==> src/rtl/cp0_irq_ctrl_if.sv <==
// CP0 interrupt controller <-> pipeline bundle.
// master: pipeline side; slave: controller side.
interface cp0_irq_ctrl_if;
  logic        pipe_ready;
  logic [31:0] pc_if;
  logic        int_req;
  logic        int_ack;
  logic [2:0]  irq_id;
  logic [31:0] handler_pc;
  logic        eret;
  logic [31:0] epc;
  logic        mtc0_en;
  logic [4:0]  mtc0_sel;
  logic [31:0] mtc0_data;
  logic [4:0]  mfc0_sel;
  logic [31:0] mfc0_data;

  modport master (
    output pipe_ready, pc_if, int_ack, eret,
    output mtc0_en, mtc0_sel, mtc0_data, mfc0_sel,
    input  int_req, irq_id, handler_pc, epc, mfc0_data
  );

  modport slave (
    input  pipe_ready, pc_if, int_ack, eret,
    input  mtc0_en, mtc0_sel, mtc0_data, mfc0_sel,
    output int_req, irq_id, handler_pc, epc, mfc0_data
  );
endinterface

==> src/rtl/cp0_irq_ctrl.sv <==
// CP0 interrupt controller: sync + pending latch, fixed-priority
// arbitration, req/ack to the PC mux, STATUS/CAUSE/EPC via mtc0/mfc0.
// Ports: clk, rst (async, active-high), irq_in[NUM_IRQ], bus (slave).
module cp0_irq_ctrl #(
  parameter int          NUM_IRQ     = 8,
  parameter int          SYNC_STAGES = 2,
  parameter logic [7:0]  EDGE_MASK   = 8'hFF,
  parameter logic [31:0] HANDLER_PC  = 32'h0000_0004
) (
  input  logic               clk,
  input  logic               rst,
  input  logic [NUM_IRQ-1:0] irq_in,
  cp0_irq_ctrl_if.slave      bus
);

  typedef enum logic [1:0] {IDLE, REQ, SERVICE} state_t;

  localparam logic [NUM_IRQ-1:0] EDGE = EDGE_MASK[NUM_IRQ-1:0];

  logic [NUM_IRQ-1:0] sync_q [SYNC_STAGES];
  logic [NUM_IRQ-1:0] sync, sync_d_q, rise;
  logic [NUM_IRQ-1:0] ip_q, ip_d, im_q, clr, eligible;
  logic [7:0]         elig8;
  logic               ie_q, exl_q, exl_d;
  logic [2:0]         irq_id_q, last_id_q, win;
  logic [31:0]        epc_q, status_rd, cause_rd;
  logic               wr_status, wr_cause, wr_epc;
  logic               fire, held, take, enter;
  state_t             state_q, state_d;

  assign sync      = sync_q[SYNC_STAGES-1];
  assign rise      = sync & ~sync_d_q;
  assign wr_status = bus.mtc0_en && bus.mtc0_sel == 5'd12;
  assign wr_cause  = bus.mtc0_en && bus.mtc0_sel == 5'd13;
  assign wr_epc    = bus.mtc0_en && bus.mtc0_sel == 5'd14;
  assign eligible  = ip_q & im_q;
  assign elig8     = 8'(eligible);
  assign held      = elig8[irq_id_q];
  assign fire      = ie_q & ~exl_q & (|eligible) & bus.pipe_ready;

  always_comb begin
    win = '0;
    for (int i = NUM_IRQ - 1; i >= 0; i--)
      if (eligible[i]) win = 3'(i);
  end

  always_comb begin
    state_d = state_q;
    take    = 1'b0;
    enter   = 1'b0;
    unique case (state_q)
      IDLE: if (fire) begin
        state_d = REQ;
        enter   = 1'b1;
      end
      REQ: if (bus.int_ack) begin
        state_d = SERVICE;
        take    = 1'b1;
      end else if (!held || !ie_q) begin
        state_d = IDLE;
      end
      SERVICE: if (bus.eret) state_d = IDLE;
      default: state_d = IDLE;
    endcase
  end

  // Edge lines: a new rising edge beats any clear in the same cycle.
  always_comb begin
    clr = '0;
    if (take) clr = NUM_IRQ'(8'b1 << irq_id_q);
    if (wr_cause) clr = clr | bus.mtc0_data[8+:NUM_IRQ];
    ip_d = (EDGE & ((ip_q & ~clr) | rise)) | (~EDGE & sync);
  end

  // Ack forces EXL even over a same-cycle STATUS write.
  always_comb begin
    exl_d = exl_q;
    if (wr_status) exl_d = bus.mtc0_data[1];
    if (bus.eret) exl_d = 1'b0;
    if (take) exl_d = 1'b1;
  end

  always_ff @(posedge clk or posedge rst) begin
    if (rst) begin
      for (int s = 0; s < SYNC_STAGES; s++) sync_q[s] <= '0;
      sync_d_q  <= '0;
      ip_q      <= '0;
      im_q      <= '0;
      ie_q      <= 1'b0;
      exl_q     <= 1'b0;
      irq_id_q  <= '0;
      last_id_q <= '0;
      epc_q     <= '0;
      state_q   <= IDLE;
    end else begin
      sync_q[0] <= irq_in;
      for (int s = 1; s < SYNC_STAGES; s++) sync_q[s] <= sync_q[s-1];
      sync_d_q <= sync;
      ip_q     <= ip_d;
      exl_q    <= exl_d;
      state_q  <= state_d;
      if (wr_status) begin
        ie_q <= bus.mtc0_data[0];
        im_q <= bus.mtc0_data[8+:NUM_IRQ];
      end
      if (enter) irq_id_q <= win;
      if (take) begin
        last_id_q <= irq_id_q;
        epc_q     <= bus.pc_if;
      end else if (wr_epc) begin
        epc_q <= bus.mtc0_data;
      end
    end
  end

  always_comb begin
    status_rd              = '0;
    status_rd[0]           = ie_q;
    status_rd[1]           = exl_q;
    status_rd[8+:NUM_IRQ]  = im_q;
    cause_rd               = '0;
    cause_rd[8+:NUM_IRQ]   = ip_q;
    cause_rd[31:29]        = last_id_q;
  end

  always_comb begin
    bus.mfc0_data = '0;
    unique case (1'b1)
      bus.mfc0_sel == 5'd12: bus.mfc0_data = status_rd;
      bus.mfc0_sel == 5'd13: bus.mfc0_data = cause_rd;
      bus.mfc0_sel == 5'd14: bus.mfc0_data = epc_q;
      default:               bus.mfc0_data = '0;
    endcase
  end

  assign bus.int_req    = state_q == REQ;
  assign bus.irq_id     = irq_id_q;
  assign bus.epc        = epc_q;
  assign bus.handler_pc = HANDLER_PC;

endmodule

==> src/flat_wrapper.sv <==
// flat-port wrapper written by rule: the top's interface ports become plain ports
module cp0_irq_ctrl_flat 
#(
  parameter int          NUM_IRQ     = 8,
  parameter int          SYNC_STAGES = 2,
  parameter logic [7:0]  EDGE_MASK   = 8'hFF,
  parameter logic [31:0] HANDLER_PC  = 32'h0000_0004
)
  (clk, rst, irq_in, bus_pipe_ready, bus_pc_if, bus_int_ack, bus_eret, bus_mtc0_en, bus_mtc0_sel, bus_mtc0_data, bus_mfc0_sel, bus_int_req, bus_irq_id, bus_handler_pc, bus_epc, bus_mfc0_data);
  cp0_irq_ctrl_if bus_i ();
  input  logic clk;
  input  logic rst;
  input  logic [NUM_IRQ-1:0] irq_in;
  input wire logic [$bits(bus_i.pipe_ready)-1:0] bus_pipe_ready;
  input wire logic [$bits(bus_i.pc_if)-1:0] bus_pc_if;
  input wire logic [$bits(bus_i.int_ack)-1:0] bus_int_ack;
  input wire logic [$bits(bus_i.eret)-1:0] bus_eret;
  input wire logic [$bits(bus_i.mtc0_en)-1:0] bus_mtc0_en;
  input wire logic [$bits(bus_i.mtc0_sel)-1:0] bus_mtc0_sel;
  input wire logic [$bits(bus_i.mtc0_data)-1:0] bus_mtc0_data;
  input wire logic [$bits(bus_i.mfc0_sel)-1:0] bus_mfc0_sel;
  output wire logic [$bits(bus_i.int_req)-1:0] bus_int_req;
  output wire logic [$bits(bus_i.irq_id)-1:0] bus_irq_id;
  output wire logic [$bits(bus_i.handler_pc)-1:0] bus_handler_pc;
  output wire logic [$bits(bus_i.epc)-1:0] bus_epc;
  output wire logic [$bits(bus_i.mfc0_data)-1:0] bus_mfc0_data;
  assign bus_i.pipe_ready = bus_pipe_ready;
  assign bus_i.pc_if = bus_pc_if;
  assign bus_i.int_ack = bus_int_ack;
  assign bus_i.eret = bus_eret;
  assign bus_i.mtc0_en = bus_mtc0_en;
  assign bus_i.mtc0_sel = bus_mtc0_sel;
  assign bus_i.mtc0_data = bus_mtc0_data;
  assign bus_i.mfc0_sel = bus_mfc0_sel;
  assign bus_int_req = bus_i.int_req;
  assign bus_irq_id = bus_i.irq_id;
  assign bus_handler_pc = bus_i.handler_pc;
  assign bus_epc = bus_i.epc;
  assign bus_mfc0_data = bus_i.mfc0_data;
  cp0_irq_ctrl #(.NUM_IRQ(NUM_IRQ), .SYNC_STAGES(SYNC_STAGES), .EDGE_MASK(EDGE_MASK), .HANDLER_PC(HANDLER_PC)) u_core (.clk(clk), .rst(rst), .irq_in(irq_in), .bus(bus_i));
endmodule
==> config.mk <==
export PLATFORM = sky130hd
export DESIGN_NAME = cp0_irq_ctrl_flat
export DESIGN_NICKNAME = d
export VERILOG_FILES = /design/src/rtl/cp0_irq_ctrl_if.sv /design/src/rtl/cp0_irq_ctrl.sv /design/src/flat_wrapper.sv
export SDC_FILE = /design/constraint.sdc
export NUM_CORES = 1
export LEC_CHECK = 0
export BUFFER_PORTS_ARGS = -buffer_cell sky130_fd_sc_hd__buf_2
export CAP_MARGIN = 30
export CORE_UTILIZATION = 43
export DETAILED_ROUTE_END_ITERATION = 8
export HOLD_SLACK_MARGIN = 0.03
export PLACE_DENSITY = 0.77
export SLEW_MARGIN = 20
export SYNTH_ARGS = -nofsm -noshare
export SYNTH_HDL_FRONTEND = slang
export SYNTH_SLANG_ARGS = --single-unit
==> constraint.sdc <==
create_clock -name clk -period 2.5 [get_ports clk]
set_input_delay 0.375 -clock clk [delete_from_list [all_inputs] [get_ports clk]]
set_output_delay 0.375 -clock clk [all_outputs]
set_load 0.1 [all_outputs]
==> results by group, run 1 <==
Timing
  – Actual slew at the worst max-slew pin: 0.764 ns
  – Final worst path period share: 88.1%
  – Final Slew Violations: 0
  – Final count of negative-setup-slack endpoints: 0
  – Unrepaired setup endpoints after global routing: no
  – Fin crit period: 2.20 ns
  – Max_slew headroom: 49.0%
  – Fin. Hold Viols: 0
  – Fin Setup TNS: 0 ns
  – Max Clk Rate: 0.454 GHz
  – Fin Clk Skew: 0.00799 ns

Global route
  – Total GRT Usage: 22.6%
  – Initial antenna violation count: 0
  – Largest net degree at the start of global routing: 43
  – GRT Residual Overflow: 0
  – GRT met3 Usage: 4.29%
  – Grt met1 use: 29.5%
  – Number of global-route vias before repair: 3,216
  – First-pass GRT wire length: 17.0 mm
  – M2 GR Usage: 37.9%
  – Gr busiest metal: met2

Layout
  – Most frequent cells in the layout: 125 x buf_2, 82 x dfrtp_1, 59 x nand2_1
  – Diodes inserted: 0
  – Share of cells above drive strength 1: 38.4%
  – Reg area: 2050 µm²
  – Final core utilization: 59.9%
  – Multi-input gate area: 1770 µm²
  – Layout area overhead: 35.0%
  – Fill cells: 771
  – Commonest non-fill, non-tap cell in the layout: buf_2
  – Nets: 620

Yosys
  – Area share of the largest cell type after synthesis: 50.3%
  – Post-Syn Area: 4080 µm²
  – Syn. warnings: 0
  – Sequential cell area fraction in the yosys report: 50.3%
  – Syn Area/Cell: 10.7 µm²
  – Synth unique cells: 39
  – Number of synthesized register bits: 82
  – Synth area leader: dfrtp_1
  – Dominant cells by area after synthesis: dfrtp_1 50%, mux2i_1 11%, buf_4 7.0%
  – Cell count after synthesis: 382

Setup path
  – Critical Path AT: 1.83 ns
  – Type of the worst setup path: in2out
  – Data required, critical path: 2.12 ns
  – CP Launch Type: primary input
  – Critical path capture point type: output port
  – Crit-path max FO: 12

Clock network
  – Post-CTS setup repair buffer count: 0
  – Cts hold-fix bufs: 0
  – Worst-path clk slew: 0.09 ns
  – # clock sinks: 82
  – Max Root-Sink Buffers: 2
  – Clk root buf: clkbuf_8
  – Clock latency on the worst-skew pair: 0.35 ns
  – CTS tree: built
  – Clock H-tree levels: 3
  – Post-CTS sizing: 0
  – Num CTS Buffers: 9

Place
  – Placed wire-length estimate: 7.83 mm
  – Gpl congestion: 0.840
  – Port bufs: 155

Die
  – Die Y: 99.4 µm
  – # rows: 35
  – Ports: 188
  – Horiz. Die Dim: 99.4 µm
  – DIE AREA: 9880 µm²
  – Starting Density: 44.3%
  – Placeable Area: 9200 µm²

Pwr
  – Pwr Density: 1200 nW/µm²
  – Worst IR Drop VDD: 1140 µV
  – Leak: 2.63 nW

Routing
  – Iter 0 DRT Violations: 143
  – Vias/cell: 5.02
  – Via count: 3,256
  – Final antenna-violating net count: 0
  – DRC: 0
  – Drt total wl: 10.4 mm
  – Avg WL per Cell: 16.1 µm
  – DR pass1 iterations: 4

Status
  – Status: complete, no violations

Flow run
  – Max Cap Viol: 0

Min path
  – Worst Hold Class: in2reg
[cells in the mapped netlist (all sizes together)]
cell type / n
inv: 11
nand4b: 1
or3: 2
nand3: 5
mux2i: 43
o22ai: 1
o211ai: 2
a22o: 10
nand3b: 1
dfrtp: 82
buf: 47
and4b: 1
a22oi: 5
o21ai: 44
nand4: 1
o2111ai: 1
a21oi: 4
mux2: 10
nand2: 59
nor2b: 3
a32o: 1
nor4b: 1
and2: 20
a221o: 1
nor2: 6
nor3b: 2
and3b: 1
nand2b: 2
clkbuf: 6
a32oi: 6
mux4: 1
conb: 2
[layer usage]
layer	vias to the layer above	part of all wire (%)
li1	1555	-
met1	1547	41
met2	145	51
met3	9	7.0
met4	0	1.3
met5	-	0
[flip-flops by register name, summed over array words and instances, names as in the netlist]
name	count
u_core.last_id_q	3
u_core.exl_q	1
u_core.state_q	2
u_core.ip_q	8
u_core.bus.epc	32
u_core.im_q	8
u_core.bus.irq_id	3
u_core.sync	8
u_core.sync_d_q	8
u_core.ie_q	1
u_core.sync_q	8
[stage by stage]
step / cells / setup slack [ns] / power [mW] / hold slack, ns / cell area, µm²
finish: 648 / 0.298 / 6.63 / 0.124 / 5510
global route: 648 / 0.189 / 6.94 / 0.102 / 5510
detailed placement: 632 / 0.293 / 5.69 / 0.335 / 5300
floorplan: 412 / 0.0166 / 5.03 / 0.331 / 4230
CTS: 648 / 0.283 / 6.67 / 0.0993 / 5510
global placement: 632 / 0.427 / 5.62 / 0.332 / 5300
[cells by family after synthesis]
family          count (synthesis)  synth area share (%)
compound gates                 75                  11.5
other cells                     2                 0.184
simple gates                  105                  13.0
buf+inv                        64                  10.3
flops                          82                  50.3
mux                            54                  14.7
[path summary, 6_finish.rpt]
| check | start | endpoint | slack, ns | depth (start not counted) |
|---|---|---|---|---|
| min reg2reg | u_core.sync_q[8] | u_core.sync[0] | 0.35 | 0 |
| max reg2reg | u_core.state_q[0] | u_core.bus.epc[29] | 0.76 | 4 |
| max in group asynchronous | rst | u_core.im_q[3] | 1.70 | 3 |
| min | irq_in[6] | u_core.sync_q[14] | 0.12 | 1 |
| min in group asynchronous | rst | u_core.bus.epc[19] | 0.13 | 2 |
| max | bus_mfc0_sel[1] | bus_mfc0_data[15] | 0.30 | 6 |
[worst max-delay path: stages]
cell	delay, ns
buf_2	0.25
nor4b_2	0.53
buf_4	0.28
nand2_1	0.09
o21ai_2	0.09
buf_12	0.19
[power by group]
part / switching (mW) / internal (mW)
sequential: 0.364 / 1.69
clock: 0.502 / 0.472
combinational: 2.97 / 0.638
[cell type report]
type	count	share of cell area (%)
sequential	82	37.3
inverter	11	0.773
tap	111	2.52
clock buffer	9	2.25
timing repair buffer	162	23.7
clock inverter	7	1.41
multi-input combinational	266	32.1
No activity file was read; power rests on OpenSTA's default activity.
==> run 2: changes to the inputs <==
--- a/config.mk
+++ b/config.mk
@@ -5,6 +5,7 @@
 export SDC_FILE = /design/constraint.sdc
 export NUM_CORES = 1
 export LEC_CHECK = 0
+export ABC_AREA = 1
 export BUFFER_PORTS_ARGS = -buffer_cell sky130_fd_sc_hd__buf_2
 export CAP_MARGIN = 30
 export CORE_UTILIZATION = 43
==> run 2 against run 1 <==
Die area rose by 0.48%. Sequential share of layout area down 0.58 points. Non-clock buffer count decreased by 3. Critical path depth rose by 2. Global-route usage rose by 1.2 points. Routed wire length up 8.1%. Sequential power about the same. Clock power grew 2%. Clock-buffer cell count unchanged. Synthesized cell count rose by 35%. Register-to-register slack got worse by 0.07 ns. Core utilization is 0.66 points higher. Critical path type unchanged.
==> results by group, run 2 <==
Routing
  – Final antenna-violating net count: 0
  – Via count: 3,851
  – Vias/cell: 4.80
  – Iter 0 DRT Violations: 172
  – Avg WL per Cell: 14.1 µm
  – DRC: 0
  – Drt total wl: 11.3 mm
  – DR pass1 iterations: 5

Layout
  – Final core utilization: 60.5%
  – Nets: 756
  – Share of cells above drive strength 1: 31.4%
  – Most frequent cells in the layout: 144 x nand2_1, 123 x buf_2, 82 x dfrtp_1
  – Non-Filler Instances: 802
  – Layout area overhead: 36.5%
  – Post-Layout Inst Area: 5590 µm²
  – Max reg flops: 32
  – Commonest non-fill, non-tap cell in the layout: nand2_1
  – Fill cells: 831
  – Diodes inserted: 0

Flow run
  – Max Cap Viol: 0

Setup path
  – CP top delay family: simple AND/OR/NAND/NOR gates
  – CP max-delay cell: inv_1
  – Critical Path AT: 1.63 ns
  – Critical path capture point type: output port
  – R2R Setup Slk: 0.69 ns
  – Data required, critical path: 2.12 ns
  – Crit path top cell by count: nand2_1
  – CP Cell Sequence: buf_2, nand2_1, nor2_1, nand2_1, inv_1, nand2_1, nand3_1, buf_12
  – Crit. path cell count: 8
  – R2R Path End: u_core.bus.epc[3]
  – Worst Reg-to-Reg Cells: 7
  – Crit-path max FO: 8
  – Critical path buffers and inverters: 3
  – CP Launch Type: primary input
  – Worst stage delay on the critical path: 0.34 ns
  – RR Startpoint: u_core.state_q[0]
  – Type of the worst setup path: in2out

Clock network
  – Post-CTS sizing: 0
  – Num CTS Buffers: 9
  – Worst-path clk slew: 0.09 ns
  – Post-CTS setup repair buffer count: 0
  – # clock sinks: 82
  – Cts hold-fix bufs: 0
  – Clk root buf: clkbuf_8
  – CTS tree: built
  – Clock latency on the worst-skew pair: 0.36 ns
  – Clock H-tree levels: 3
  – Max Root-Sink Buffers: 2

Timing
  – Fin crit period: 2.01 ns
  – Fin Clk Skew: 0.0117 ns
  – Fin. Hold Viols: 0
  – Final count of negative-setup-slack endpoints: 0
  – Final Hold Slack: 0.0635 ns
  – Max Clk Rate: 0.498 GHz
  – Max_slew headroom: 57.1%
  – Actual slew at the worst max-slew pin: 0.643 ns
  – Unrepaired setup endpoints after global routing: no
  – Final worst path period share: 80.2%
  – Final Slew Violations: 0

Global route
  – Number of global-route vias before repair: 3,773
  – Total GRT Usage: 23.8%
  – Largest net degree at the start of global routing: 49
  – GRT Residual Overflow: 0
  – Initial antenna violation count: 0
  – First-pass GRT wire length: 18.2 mm

Min path
  – Worst Hold Class: in2async

Yosys
  – Post-Syn Area: 4100 µm²
  – Synth cell count leaders: 144 x nand2_1, 82 x dfrtp_1, 73 x nor2_1
  – Cell count after synthesis: 516
  – Most frequent cell after synthesis: nand2_1
  – Dominant cells by area after synthesis: dfrtp_1 50%, nand2_1 13%, nor2_1 6.7%
  – Post-synth EDFFs: 0
  – Number of synthesized register bits: 82
  – Dominant synthesized flop cell: dfrtp_1
  – Syn Area/Cell: 7.94 µm²
  – Area share of the largest cell type after synthesis: 50.1%
  – Syn. warnings: 0
  – Sequential cell area fraction in the yosys report: 50.1%
  – Post-synthesis async set-or-reset flop share: 100%
  – Synth area leader: dfrtp_1
  – Synth unique cells: 24

Die
  – Horiz. Die Dim: 99.6 µm
  – # rows: 35
  – Die Y: 99.6 µm
  – DIE AREA: 9920 µm²
  – Placeable Area: 9240 µm²
  – Starting Density: 44.3%
  – Ports: 188

Place
  – Gpl congestion: 0.870
  – Port bufs: 155
  – Placed wire-length estimate: 8.74 mm
  – Placed Area: 5390 µm²
  – Inst Count DP: 786

Status
  – Status: complete, no violations

Pwr
  – Leak: 2.97 nW
  – Tot Pwr: 7.03 mW
  – Worst IR Drop VDD: 966 µV
  – Pwr Density: 1260 nW/µm²
## run 2: kinds of logic after synthesis
kind of cell,share of synthesized area (%)
AO/OA/AOI/OAI,10.3
buffers and inverters,14.0
flip-flops,50.1
other,0.183
AND/OR/NAND/NOR,25.4
## run 2: where the power goes
group          total, mW  internal (mW)  switching (mW)
Combinational       3.99          0.676            3.31
Clock              0.993          0.477           0.515
Sequential          2.05           1.72           0.331
## run 2: how the worst max path moves through the flow
| stage | startpoint | end | slack [ns] |
|---|---|---|---|
| 2_1_floorplan | u_core.bus.epc[29] | bus_mfc0_data[29] | -0.27 |
| 3_3_place_gp | bus_mfc0_sel[3] | bus_mfc0_data[14] | 0.56 |
| 3_5_place_dp | bus_mfc0_sel[3] | bus_mfc0_data[13] | 0.50 |
| 4_1_cts | bus_mfc0_sel[3] | bus_mfc0_data[13] | 0.49 |
| 5_1_grt | bus_mfc0_sel[3] | bus_mfc0_data[14] | 0.35 |
| 6_report | bus_mfc0_sel[3] | bus_mfc0_data[11] | 0.49 |
## run 2: layer usage
layer / share of wire [%] / GRT usage, %
met1: 42 / 28.9
met2: 51 / 41.7
met4: 2.3 / 8.94
met5: 0 / 0
met3: 4.3 / 5.06
## run 2: through the flow
step	TNS (ns)	setup slack [ns]
final	0	0.494
after global routing	0	0.348
after CTS	0	0.490
after detailed placement	0	0.500
after global placement	0	0.563
after floorplan	-0.269	-0.269
## run 2: final cells by class
cell class	instances	area [µm²]	share of cell area, %
well taps	129	161	2.89
repair buffers	159	1300	23.2
flip-flops and latches	82	2050	36.7
clock buffers	9	124	2.21
clock inverters	7	80.1	1.43
inverters	59	224	4.00
multi-input cells	357	1650	29.6
==> run 3: changes to the inputs <==
--- a/config.mk
+++ b/config.mk
@@ -5,7 +5,7 @@
 export SDC_FILE = /design/constraint.sdc
 export NUM_CORES = 1
 export LEC_CHECK = 0
-export ABC_AREA = 1
+export ABC_AREA = 0
 export BUFFER_PORTS_ARGS = -buffer_cell sky130_fd_sc_hd__buf_2
 export CAP_MARGIN = 30
 export CORE_UTILIZATION = 43
==> constraint.sdc (replaced) <==
create_clock -name clk -period 1.7 [get_ports clk]
set_input_delay 0.255 -clock clk [delete_from_list [all_inputs] [get_ports clk]]
set_output_delay 0.255 -clock clk [all_outputs]
set_load 0.1 [all_outputs]
==> run 3 against run 2 <==
The run now ends with setup timing left. Combinational power up 36%. Non-clock buffer count is 26 higher. First-iteration DRC count rose by 37%. Global-route usage grew 0.18 points. Clock-buffer cell count up 2. Cell count shrank 16%. Critical path depth grew 1. Clock power up 43%. Core utilization grew 5.3 points. Via count shrank 12%. Largest cell class unchanged.
==> results by group, run 3 (synthesis gave the netlist of run 1 again) <==
Status
  – Status: finished, violations left
  – Violated checks: setup timing

Place
  – Port bufs: 155
  – Placed wire-length estimate: 8.24 mm
  – DP Worst Slack: -0.0401 ns
  – Gpl congestion: 0.848
  – Inst Count DP: 643

Timing
  – Final count of negative-setup-slack endpoints: 10
  – Fin Clk Skew: 0.0100 ns
  – Unrepaired setup endpoints after global routing: yes
  – Fin. Hold Viols: 0
  – Fin crit period: 1.74 ns
  – Setup ws final: -0.0407 ns
  – Final Slew Violations: 0
  – Final worst path period share: 102%
  – Max Clk Rate: 0.574 GHz

Layout
  – Commonest non-fill, non-tap cell in the layout: buf_2
  – Layout area overhead: 48.6%
  – Most frequent cells in the layout: 121 x buf_2, 50 x nand2_1, 49 x dfrtp_1
  – Non-Filler Instances: 671
  – Share of cells above drive strength 1: 51.4%
  – Fill cells: 697
  – Max reg flops: 32
  – Final core utilization: 65.9%
  – Diodes inserted: 0
  – Nets: 643

Pwr
  – Leak: 2.76 nW
  – Pwr Density: 1660 nW/µm²
  – Worst IR Drop VDD: 1060 µV

Setup path
  – Critical Path AT: 1.49 ns
  – Crit-path max FO: 4
  – Type of the worst setup path: in2out
  – Critical path capture point type: output port
  – CP max-delay cell: nor4b_4
  – Critical path buffers and inverters: 5
  – RR Startpoint: u_core.ip_q[3]
  – R2R Path End: u_core.bus.irq_id[0]
  – CP top delay family: buffers and inverters
  – CP Cell Sequence: buf_2, nand2_2, buf_6, nor4b_4, buf_4, buf_6, nand2_2, o21ai_2, buf_12
  – Data required, critical path: 1.44 ns
  – Worst Reg-to-Reg Cells: 4
  – Worst stage delay on the critical path: 0.28 ns
  – CP Launch Type: primary input
  – R2R Setup Slk: 0.08 ns

Global route
  – First-pass GRT wire length: 17.8 mm
  – GRT Residual Overflow: 0
  – Initial antenna violation count: 0
  – M2 GR Usage: 40.4%
  – Total GRT Usage: 24.0%
  – GRT met3 Usage: 6.68%
  – Largest net degree at the start of global routing: 83
  – Number of global-route vias before repair: 3,484
  – Gr busiest metal: met2
  – Grt met1 use: 29.0%

Die
  – Horiz. Die Dim: 99.4 µm
  – # rows: 35
  – Placeable Area: 9200 µm²
  – DIE AREA: 9880 µm²
  – Die Y: 99.4 µm
  – Starting Density: 44.3%
  – Ports: 188

Routing
  – DRC: 0
  – Avg WL per Cell: 16.8 µm
  – DR pass1 iterations: 4
  – Drt total wl: 11.3 mm
  – Via count: 3,407
  – Iter 0 DRT Violations: 235
  – Final antenna-violating net count: 0
  – Vias/cell: 5.08

Clock network
  – Num CTS Buffers: 9
  – CTS tree: built
  – Clk root buf: clkbuf_8
  – Clock H-tree levels: 3
  – Max Root-Sink Buffers: 2
  – Clock latency on the worst-skew pair: 0.35 ns
  – # clock sinks: 82
  – Worst-path clk slew: 0.08 ns

Min path
  – Worst hold path depth: 3
  – Hold path start: bus_pc_if[14]
  – Worst Hold Class: in2reg
  – Hold Path End: u_core.bus.epc[14]

Flow run
  – Max Cap Viol: 0
[run 3: repair_timing]
item / CTS / global route
setup buffers: 0 / 1
hold buffers: 9 / 0
setup endpoints to repair: 29 / 17
endpoints found under the hold margin: 11 / 0
cloned: 2 / 0
pin swaps: 0 / 3
resized for setup: 11 / 26
[run 3: worst reg2reg max path: stages (launching register included)]
cell	delay, ns
dfrtp_1	0.45
a22oi_1	0.35
nand3_1	0.15
o21ai_1	0.21
mux2_2	0.35
[run 3: metrics by stage]
step / hold WS (ns) / power [mW] / cell area (µm²) / setup TNS [ns]
after CTS: 0.0891 / 10.0 / 5960 / -0.0667
final: 0.109 / 10.0 / 6060 / -0.295
after detailed placement: 0.335 / 8.60 / 5630 / -0.653
after global routing: 0.0911 / 10.5 / 6060 / -0.953
after floorplan: 0.286 / 7.62 / 4450 / -0.554
after global placement: 0.332 / 8.48 / 5630 / -0.00830
[run 3: cell type report]
cell class	count	area, µm²	area share [%]
Clock inverter	5	55.1	0.909
Inverter	11	45.0	0.743
Sequential cell	82	2110	34.8
Tap cell	111	139	2.29
Timing Repair Buffer	185	1590	26.3
Clock buffer	11	141	2.33
Multi-Input combinational cell	266	1970	32.6
[run 3: how the worst max path moves through the flow]
stage                        from           endpoint  depth (start not counted)
6_report          bus_mfc0_sel[3]  bus_mfc0_data[10]                          9
3_5_place_dp      bus_mfc0_sel[0]  bus_mfc0_data[31]                          6
4_1_cts           bus_mfc0_sel[4]  bus_mfc0_data[13]                          7
3_3_place_gp      bus_mfc0_sel[0]  bus_mfc0_data[29]                          6
5_1_grt           bus_mfc0_sel[3]  bus_mfc0_data[10]                          9
2_1_floorplan  u_core.bus.epc[10]  bus_mfc0_data[10]                          2
[run 3: layer usage]
metal  vias to the layer above  wire length, µm
met2                       162             5640
li1                       1597                -
met3                        32              740
met4                         0              380
met5                         -                0
met1                      1616             4540
[run 3: power by group]
part           internal, mW  switching, mW  leakage, nW
Clock                 0.715          0.701       0.0953
Sequential             2.60          0.601        0.941
Combinational          1.02           4.40         1.73
